<file path="src/rtl/rx_word_assembler_pkg.sv">
// Shared types and helpers for the byte-to-word assembler: state encoding,
// input mode constants, terminator default and the ASCII hex decoder.
package rx_pkg;

    typedef enum logic {
        COLLECT = 1'b0,
        HALT    = 1'b1
    } state_e;

    localparam logic MODE_RAW = 1'b0;
    localparam logic MODE_HEX = 1'b1;

    localparam logic [31:0] END_WORD_DEF = 32'hFFFF_FFFF;

    typedef struct packed {
        logic       valid;
        logic [3:0] nib;
    } hex_nib_t;

    // Map '0'-'9', 'A'-'F', 'a'-'f' to a nibble; anything else is invalid.
    function automatic hex_nib_t hex_decode(input logic [7:0] c);
        hex_nib_t r;
        r.valid = 1'b1;
        r.nib   = 4'h0;
        if (c >= 8'h30 && c <= 8'h39) begin
            r.nib = 4'(c - 8'h30);
        end else if (c >= 8'h41 && c <= 8'h46) begin
            r.nib = 4'(c - 8'h37);
        end else if (c >= 8'h61 && c <= 8'h66) begin
            r.nib = 4'(c - 8'h57);
        end else begin
            r.valid = 1'b0;
        end
        return r;
    endfunction

endpackage

</file>
<file path="src/rtl/sync_fifo.sv">
// Small synchronous FIFO with first-word-fall-through head and a
// synchronous clear; a push is accepted when full if a pop happens too.
module sync_fifo #(
    parameter int unsigned WIDTH = 64,
    parameter int unsigned DEPTH = 4
) (
    input  logic             clk,
    input  logic             reset,
    input  logic             clear_i,
    input  logic             push_i,
    input  logic             pop_i,
    input  logic [WIDTH-1:0] wdata_i,
    output logic [WIDTH-1:0] rdata_o,
    output logic             full_o,
    output logic             empty_o
);

    localparam int unsigned AW = $clog2(DEPTH);

    logic [WIDTH-1:0] mem_q [DEPTH];
    logic [AW:0]      wr_q;
    logic [AW:0]      rd_q;
    logic             do_push;
    logic             do_pop;

    // Extra pointer bit distinguishes full from empty when indices match.
    assign full_o  = (wr_q[AW] != rd_q[AW]) && (wr_q[AW-1:0] == rd_q[AW-1:0]);
    assign empty_o = (wr_q == rd_q);
    assign do_pop  = pop_i && !empty_o;
    assign do_push = push_i && (!full_o || do_pop);
    assign rdata_o = mem_q[rd_q[AW-1:0]];

    always_ff @(posedge clk or posedge reset) begin
        if (reset) begin
            wr_q <= '0;
            rd_q <= '0;
        end else if (clear_i) begin
            wr_q <= '0;
            rd_q <= '0;
        end else begin
            if (do_push) wr_q <= wr_q + (AW+1)'(1);
            if (do_pop)  rd_q <= rd_q + (AW+1)'(1);
        end
    end

    always_ff @(posedge clk) begin
        if (do_push) mem_q[wr_q[AW-1:0]] <= wdata_i;
    end

endmodule

</file>
<file path="src/rtl/rx_word_assembler.sv">
// Packs UART bytes (raw or ASCII hex) MSB-first into addressed words, queues
// them for the memory loader, and releases the CPU on the terminator word.
module rx_word_assembler
    import rx_pkg::*;
#(
    parameter int unsigned       DATA_W     = 32,
    parameter int unsigned       ADDR_W     = 32,
    parameter int unsigned       FIFO_DEPTH = 4,
    parameter logic [DATA_W-1:0] END_WORD   = DATA_W'(END_WORD_DEF)
) (
    input  logic              clk,
    input  logic              reset,
    input  logic              flush,
    input  logic              start,
    input  logic [7:0]        din,
    input  logic              mode_hex,
    output logic [DATA_W-1:0] dout,
    output logic [ADDR_W-1:0] rx_address,
    output logic              go,
    input  logic              dout_ready,
    output logic              MIPS_enable,
    output logic              err_char,
    output logic              err_ovf
);

    localparam int unsigned BYTES = DATA_W / 8;
    localparam int unsigned NIBS  = DATA_W / 4;
    localparam int unsigned CNT_W = $clog2(NIBS) + 1;
    localparam int unsigned ENT_W = ADDR_W + DATA_W;

    state_e              state_q;
    logic [CNT_W-1:0]    count_q;
    logic [DATA_W-1:0]   word_q;
    logic [ADDR_W-1:0]   addr_q;
    logic                hex_q;
    logic                mips_en_q;
    logic                err_char_q;
    logic                err_ovf_q;

    hex_nib_t            dec_c;
    logic                hex_sel_c;
    logic                accept_c;
    logic                bad_char_c;
    logic                last_c;
    logic                done_c;
    logic                pop_c;
    logic                push_c;
    logic [DATA_W-1:0]   word_nxt_c;

    logic [ENT_W-1:0]    head;
    logic                fifo_full;
    logic                fifo_empty;

    // Byte acceptance, shift-in and completion decisions for this cycle.
    always_comb begin
        dec_c      = hex_decode(din);
        hex_sel_c  = (count_q == '0) ? mode_hex : hex_q;
        accept_c   = start && (state_q == COLLECT) && !flush;
        bad_char_c = accept_c && (hex_sel_c == MODE_HEX) && !dec_c.valid;
        if (hex_sel_c == MODE_HEX) begin
            word_nxt_c = {word_q[DATA_W-5:0], dec_c.nib};
            last_c     = (count_q == CNT_W'(NIBS - 1));
        end else begin
            word_nxt_c = {word_q[DATA_W-9:0], din};
            last_c     = (count_q == CNT_W'(BYTES - 1));
        end
        done_c = accept_c && !bad_char_c && last_c;
        pop_c  = dout_ready && !fifo_empty;
        push_c = done_c && (!fifo_full || pop_c);
    end

    always_ff @(posedge clk or posedge reset) begin
        if (reset) begin
            state_q    <= COLLECT;
            count_q    <= '0;
            word_q     <= '0;
            addr_q     <= '0;
            hex_q      <= MODE_RAW;
            mips_en_q  <= 1'b0;
            err_char_q <= 1'b0;
            err_ovf_q  <= 1'b0;
        end else if (flush) begin
            state_q    <= COLLECT;
            count_q    <= '0;
            word_q     <= '0;
            addr_q     <= '0;
            hex_q      <= MODE_RAW;
            mips_en_q  <= 1'b0;
            err_char_q <= 1'b0;
            err_ovf_q  <= 1'b0;
        end else if (accept_c) begin
            hex_q <= hex_sel_c;
            if (bad_char_c) begin
                err_char_q <= 1'b1;
                count_q    <= '0;
                word_q     <= '0;
            end else if (last_c) begin
                count_q <= '0;
                word_q  <= '0;
                if (push_c) begin
                    addr_q <= addr_q + ADDR_W'(1);
                    if (word_nxt_c == END_WORD) begin
                        state_q   <= HALT;
                        mips_en_q <= 1'b1;
                    end
                end else begin
                    err_ovf_q <= 1'b1;
                end
            end else begin
                count_q <= count_q + CNT_W'(1);
                word_q  <= word_nxt_c;
            end
        end
    end

    sync_fifo #(
        .WIDTH (ENT_W),
        .DEPTH (FIFO_DEPTH)
    ) u_fifo (
        .clk     (clk),
        .reset   (reset),
        .clear_i (flush),
        .push_i  (push_c),
        .pop_i   (pop_c),
        .wdata_i ({addr_q, word_nxt_c}),
        .rdata_o (head),
        .full_o  (fifo_full),
        .empty_o (fifo_empty)
    );

    // Head is forced to zero while the FIFO holds nothing valid.
    assign go          = !fifo_empty;
    assign dout        = fifo_empty ? '0 : head[DATA_W-1:0];
    assign rx_address  = fifo_empty ? '0 : head[ENT_W-1:DATA_W];
    assign MIPS_enable = mips_en_q;
    assign err_char    = err_char_q;
    assign err_ovf     = err_ovf_q;

endmodule

</file>
<file path="config.mk">
export PLATFORM = sky130hd
export DESIGN_NAME = rx_word_assembler
export DESIGN_NICKNAME = d
export VERILOG_FILES = /design/src/rtl/rx_word_assembler_pkg.sv /design/src/rtl/sync_fifo.sv /design/src/rtl/rx_word_assembler.sv
export SDC_FILE = /design/constraint.sdc
export NUM_CORES = 1
export LEC_CHECK = 0
export BUFFER_PORTS_ARGS = -buffer_cell sky130_fd_sc_hd__buf_2
export CAP_MARGIN = 20
export CORE_MARGIN = 1.5
export CORE_UTILIZATION = 60
export DETAILED_ROUTE_END_ITERATION = 10
export GPL_ROUTABILITY_DRIVEN = 0
export PLACE_DENSITY_LB_ADDON = 0.05
export SYNTH_ARGS = -nofsm -noshare
export SYNTH_HDL_FRONTEND = slang
export SYNTH_HIERARCHICAL = 1
export SYNTH_SLANG_ARGS = --single-unit
</file>
<file path="constraint.sdc">
create_clock -name clk -period 5.6 [get_ports clk]
set_clock_uncertainty 0.1 [all_clocks]
set_input_delay 0.56 -clock clk [delete_from_list [all_inputs] [get_ports clk]]
set_output_delay 0.56 -clock clk [all_outputs]
set_load 0.05 [all_outputs]
</file>
# [Yosys cells after proc, flatten, opt, wreduce, memory -nomap -nowiden]
# Memory sizes are Yosys's and may differ from the RTL's.
# Cells that the tools add are included.
[totals] ff_bits=74 mem_bits_rw=256 input_bits=14 memories=1
[classes] add_sub_neg=7 n_lt_le_gt_ge=6 eq_ne=8 n_mux=46 bitwise_logic=1 n_reduce_logical=33
[memory_table] name="u_fifo.mem_q" words=4 word_bits=64 rd=1 rd_ports_with_merged_regs=0 wr=1 line_no="sync_fifo.sv:20" text="logic [WIDTH-1:0] mem_q [DEPTH];"
[ops] cell="2-to-1 mux 32 bit" n=8
[ops] cell="2-to-1 mux 28 bit" n=4
[ops] cell="adder 32 x 1 -> 32 bit, second input constant" n=1
[ops] cell="== test 32 bit, second input constant" n=1
[ops] cell="2-to-1 mux 4 bit" n=7
[ops] cell="2-to-1 mux 1 bit" n=23
[ops] cell=">= comparator 8 x 7 -> 1 bit, second input constant" n=2
[ops] cell="<= comparator 8 x 7 -> 1 bit, second input constant" n=2
[ops] cell="logical AND 1 bit" n=14
[ops] cell="nonzero test 2 bit" n=7
[ops] cell="2-to-1 mux 3 bit" n=4
[ops] cell=">= comparator 8 x 6 -> 1 bit, second input constant" n=1
[ops] cell="<= comparator 8 x 6 -> 1 bit, second input constant" n=1
[ops] cell="AND reduction 4 bit" n=2
[ops] cell="subtractor 4 x 3 -> 4 bit, second input constant" n=2
[ops] cell="adder 3 x 1 -> 3 bit, second input constant" n=2
[ops] cell="logical NOT 1 bit" n=5
[ops] cell="AND reduction 5 bit" n=1
[ops] cell="adder 4 x 1 -> 4 bit, second input constant" n=1
[ops] cell="== test 4 x 2 -> 1 bit, second input constant" n=1
[ops] cell="== test 4 x 3 -> 1 bit, second input constant" n=1
[ops] cell="logical NOT 4 bit" n=1
[ops] cell="inequality test 2 bit, second input constant" n=2
[ops] cell="subtractor 4 x 1 -> 4 bit, second input constant" n=1
[ops] cell="6 further kinds" n=7

# [Longest topological paths before layout]
[depth] ltp_word=16 mapped_depth=12 depth_no_buf=10

# [Modules after synthesis]
# Netlist, hierarchy kept.
[by_module_without_submodules] mod="sync_fifo" instances=1 cells_each=388 area_each_um2=9758.1 seq_area_each_um2=7837.5
[by_module_without_submodules] mod="rx_word_assembler" instances=1 cells_each=448 area_each_um2=4226.6 seq_area_each_um2=1701.6

# [Worst setup path after synthesis]
# No wires, ideal clock.
[synth_path] path_kind="register to register" startpoint="register count_q[0]" endpoint="register u_fifo.wr_q[2]" setup_time_ns=0.134 t_arrival_ns=4.266 required_time_ns=5.366 path_slack_ns=1.100 stages_incl_launch_ff=12 path_buffers=1 period_less_slack_ns=4.500 path_cell_list="dfrtp_1 > inv_1 > ha_1 > nor3b_2 > mux2_4 > buf_6 > a31oi_2 > nand2_1 > nor2_1 > nand2_1 > a41oi_2 > mux2_1"
[synth_via] elab_chain_cells=10 elab_cells_between_ends=13 classes_between="eq/ne: 2; mux: 2; reduce/logical: 9"
[synth_lines] element="start: declaration" line_no="rx_word_assembler.sv:32" text="logic [CNT_W-1:0] count_q;"
[synth_lines] element="start signal: assignment" line_no="rx_word_assembler.sv:110" text="count_q <= count_q + CNT_W'(1);"
[synth_lines] element="logical NOT 4 bit" line_no="rx_word_assembler.sv:57" text="hex_sel_c = (count_q == '0) ? mode_hex : hex_q;"
[synth_lines] element="2-to-1 mux 1 bit" line_no="rx_word_assembler.sv:57"
[synth_lines] element="logical AND 1 bit (2 in series)" line_no="rx_word_assembler.sv:59" text="bad_char_c = accept_c && (hex_sel_c == MODE_HEX) && !dec_c.valid;"
[synth_lines] element="logical NOT 1 bit" line_no="rx_word_assembler.sv:67" text="done_c = accept_c && !bad_char_c && last_c;"
[synth_lines] element="logical AND 1 bit" line_no="rx_word_assembler.sv:67"
[synth_lines] element="logical AND 1 bit *" line_no="rx_word_assembler.sv:67"
[synth_lines] element="logical AND 1 bit *" line_no="rx_word_assembler.sv:69" text="push_c = done_c && (!fifo_full || pop_c);"
[synth_lines] element="net push_c" line_no="rx_word_assembler.sv:47" text="logic push_c;"
[synth_lines] element="logical AND 1 bit *" line_no="sync_fifo.sv:30" text="assign do_push = push_i && (!full_o || do_pop);"
[synth_lines] element="nonzero test 2 bit (no line) *"
[synth_lines] element="end signal: assignment" line_no="sync_fifo.sv:41" text="if (do_push) wr_q <= wr_q + (AW+1)'(1);"
[synth_lines] element="end: declaration" line_no="sync_fifo.sv:21" text="logic [AW:0] wr_q;"
# Mark *: on every way through the listed nets, which the timed path passes. The rest lies on a longest branch.
# A chain may end at the register's enable or synchronous reset.

# [Worst setup path in the final report]
[layout_path] startpoint="register count_q[0]" endpoint="memory u_fifo.mem_q[2][53], enable pin"
[layout_via] elab_chain_cells=11 elab_cells_between_ends=14 classes_between="eq/ne: 2; mux: 4; reduce/logical: 8"
[layout_lines] element="logical NOT 4 bit" line_no="rx_word_assembler.sv:57"
[layout_lines] element="2-to-1 mux 1 bit" line_no="rx_word_assembler.sv:57"
[layout_lines] element="logical AND 1 bit (2 in series)" line_no="rx_word_assembler.sv:59"
[layout_lines] element="logical NOT 1 bit" line_no="rx_word_assembler.sv:67"
[layout_lines] element="logical AND 1 bit" line_no="rx_word_assembler.sv:67"
[layout_lines] element="logical AND 1 bit *" line_no="rx_word_assembler.sv:67"
[layout_lines] element="logical AND 1 bit *" line_no="rx_word_assembler.sv:69"
[layout_lines] element="net push_c" line_no="rx_word_assembler.sv:47"
[layout_lines] element="logical AND 1 bit *" line_no="sync_fifo.sv:30"
[layout_lines] element="2-to-1 mux 1 bit *" line_no="sync_fifo.sv:47" text="if (do_push) mem_q[wr_q[AW-1:0]] <= wdata_i;"
[layout_lines] element="2-to-1 mux 1 bit (implied by the code) *" line_no="sync_fifo.sv:47"
[layout_lines] element="end: declaration" line_no="sync_fifo.sv:20"
# Marked as above.

==> impl_metrics.json <==
{
  "yosys.area_share.adder_pct": 0.984,
  "cts_buffers": 31,
  "startpoint_type": "flop",
  "finalMaxSlewViolations": 0,
  "dp_hpwl_mm": 16.3,
  "crit_family": "simple AND/OR/NAND/NOR gates",
  "worstSetupPathType": "reg2reg",
  "synthSimpleGateAreaFrac_pct": 9.51,
  "status": "finished, final reports clean",
  "die_x_um": 156,
  "tightest_slew_ns": 0.990,
  "cts-htree-levels": 1,
  "r2r-start": "count_q[0]",
  "synth-edff-count": 256,
  "syn_area_um2": 14000,
  "synth_cell_type_count": 59,
  "row_count": 55,
  "grt_usage_pct": 23.6,
  "grt.overflow.total": 0,
  "seq_area_frac_synth_pct": 68.2,
  "synthCells": 836,
  "crit_buf_inv": 4,
  "grt_pass1_wl_mm": 43.6,
  "crit_path_start": "count_q[0]",
  "hold_path.class": "in2reg",
  "dieHeight_um": 156,
  "cpPeakStageDelay_ns": 0.69,
  "crit_slowest_cell": "and2_2",
  "initialDrtViolationCount": 498,
  "finalNonFillerCells": 1260,
  "worstPathArrival_ns": 4.27,
  "holdPathStages": 3,
  "grt_pass1_vias": 7833,
  "max-vdd-ir-drop_v": 0.000267,
  "leakagePower_nw": 5.76,
  "fmax_mhz": 242,
  "cts-root-buf": "clkbuf_16",
  "wl_mm": 27.6,
  "power.density_nw_per_um2": 393,
  "min_to": "word_q[2]",
  "clk_latency_ns": 0.57,
  "fin_crit_sh_pct": 73.7,
  "path_max_fanout": 41,
  "grt_use_met3_pct": 3.83,
  "cts_sinks": 330,
  "setup_viol": 0,
  "routedWlPerCell_um": 21.9,
  "finish.utilization_pct": 69.5,
  "antenna_found_initial": 2,
  "cts_max_path_buffers": 3,
  "r2r_setup_slack_ns": 1.47,
  "num_vias": 7626,
  "rsz0062_at_grt": "no",
  "avgSynthCellArea_um2": 16.7,
  "die_area_um2": 24200,
  "nets": 947,
  "cp_data_required_time_ns": 5.74,
  "synth_warnings": 6,
  "tns_ns": 0,
  "synth_fp_nets": 861,
  "drcViolationCount": 0,
  "dr.pass1.iters": 5,
  "r2r_end": "u_fifo/mem_q[2][53]",
  "slew_headroom_pct": 34.0,
  "crit_chain": "inv_1, ha_1, nor3b_2, mux2_4, a31oi_2, buf_4, nand2_1, nor2_1, inv_1, a41oi_2, and2_2, buf_12",
  "area_delta_synth_final_pct": 13.2,
  "place_inst": 1201,
  "crit_top_cell": "inv_1",
  "grt_max_degree": 69,
  "synth_compound_area_share_pct": 4.07,
  "ioPinCount": 82,
  "hold_viol_final": 0,
  "holdWs_ns": 0.310,
  "cts-resized-gates": 0,
  "vias_per_cell": 6.05,
  "postCtsSetupRepairBufs": 0,
  "globalRouteMet1Util_pct": 34.1,
  "endpoint_kind": "flop",
  "layout_min_cycle_time_ns": 4.13,
  "worst_hold_startpoint": "din[2]",
  "core_um2": 22800,
  "use_met2_pct": 37.2,
  "dominantRegCellSynth": "edfxtp_1",
  "drv_cap": 0,
  "port_buffers": 81,
  "ys_seq_elements": 330,
  "start_util_pct": 61.4,
  "muxShareOfSynthArea_pct": 13.2,
  "mostFrequentLayoutCells": "edfxtp_1, buf_2, dfrtp_1",
  "layout-drive-gt1-share_pct": 27.6,
  "rr_worst_depth": 12,
  "layout_commonest_cell": "edfxtp_1",
  "clk_pin_slew_worst_paths_ns": 0.07,
  "synth_top_family_by_area": "multiplexers",
  "ant_nets": 0,
  "cts_hold_buffers": 1,
  "synth_xor_area_share_pct": 1.91,
  "synthArstFlopShare_pct": 22.4,
  "top_usage_layer": "met2",
  "cts_tree": "built",
  "insertedDiodeCount": 0
}
-- worst reg2reg max path: stages (launching register included) --
cell	delay [ns]
dfrtp_1	0.42
inv_1	0.07
ha_1	0.17
nor3b_2	0.26
mux2_4	0.48
a31oi_2	0.24
buf_4	0.30
nand2_1	0.19
nor2_1	0.15
inv_1	0.07
a41oi_2	0.28
and2_2	0.69
buf_12	0.35
-- state kept, by name (all words and copies together) (netlist names), 3 cells and up --
| register | count |
|---|---|
| u_fifo/mem_q | 256 |
| u_fifo/rd_q | 3 |
| addr_q | 32 |
| u_fifo/wr_q | 3 |
| count_q | 4 |
| word_q | 28 |
-- final cells by class --
class | count | area, um2
Timing Repair Buffer | 96 | 558
Tap cell | 313 | 392
Fill cell | 1502 | 6950
Sequential cell | 330 | 9540
Multi-Input combinational cell | 446 | 4180
Clock inverter | 15 | 218
Clock buffer | 43 | 873
Inverter | 17 | 63.8
-- worst max-delay path by stage --
stage,to,slack (ns),depth (start not counted)
after detailed placement,u_fifo/mem_q[1][41],1.45,12
after CTS,u_fifo/mem_q[1][23],1.43,12
final,u_fifo/mem_q[2][53],1.47,12
after global routing,u_fifo/mem_q[2][13],1.14,12
after global placement,u_fifo/mem_q[1][50],1.56,12
after floorplan,u_fifo/wr_q[2],1.10,11
-- synth_stat cells, types with 3 or more instances --
cell      count  area share [%]
edfxtp_1    256              55
nand2_1      20            0.54
nand2b_1      9            0.40
a21oi_1      17            0.61
buf_2        11            0.39
mux2_2       28             2.3
nand3_1      21            0.75
and3_1        4            0.18
nor2_1       46             1.2
nor2b_1      70             3.1
mux4_2       64              10
xor2_1       24             1.5
o21ai_0      13            0.47
a22o_1       26             1.6
ha_1         11            0.98
nor3_1        3            0.11
buf_6         7            0.56
clkbuf_1     24            0.64
and2_1        5            0.22
or3_1         8            0.36
inv_1        17            0.46
nand4_1      24             1.1
and4_1        8            0.50
dfrtp_1      74              13
mux2i_1       4            0.29
-- through the flow --
step | setup WS [ns] | power [mW] | cell area (um2)
floorplan | 1.10 | 3.81 | 14000
global placement | 1.56 | 4.05 | 14700
detailed placement | 1.45 | 4.07 | 14700
CTS | 1.43 | 6.28 | 15800
global route | 1.14 | 6.43 | 15800
finish | 1.47 | 6.22 | 15800
-- where the power goes --
part	leakage (nW)	internal, mW	switching (mW)	total [mW]
Combinational	1.84	0.409	0.908	1.32
Clock	0.522	1.32	0.887	2.21
Sequential	3.40	2.64	0.0556	2.69
-- kinds of logic (layout without fill, tap and decap cells) --
family                     after synthesis  count (layout)
buffers and inverters                   60             171
xor gates and xnor gates                28              28
and+or+nand+nor                        231             231
AOI/OAI and AO/OA                       76              76
DFF                                    330             330
adders and majority gates               11              11
muxes                                  100             100
-- metal layers --
metal / vias to the layer above / routed length, um
li1: 3416 / -
met1: 3951 / 12300
met2: 201 / 13000
met3: 54 / 1410
met4: 4 / 829
met5: - / 26
(Power assumes the default switching activity.)
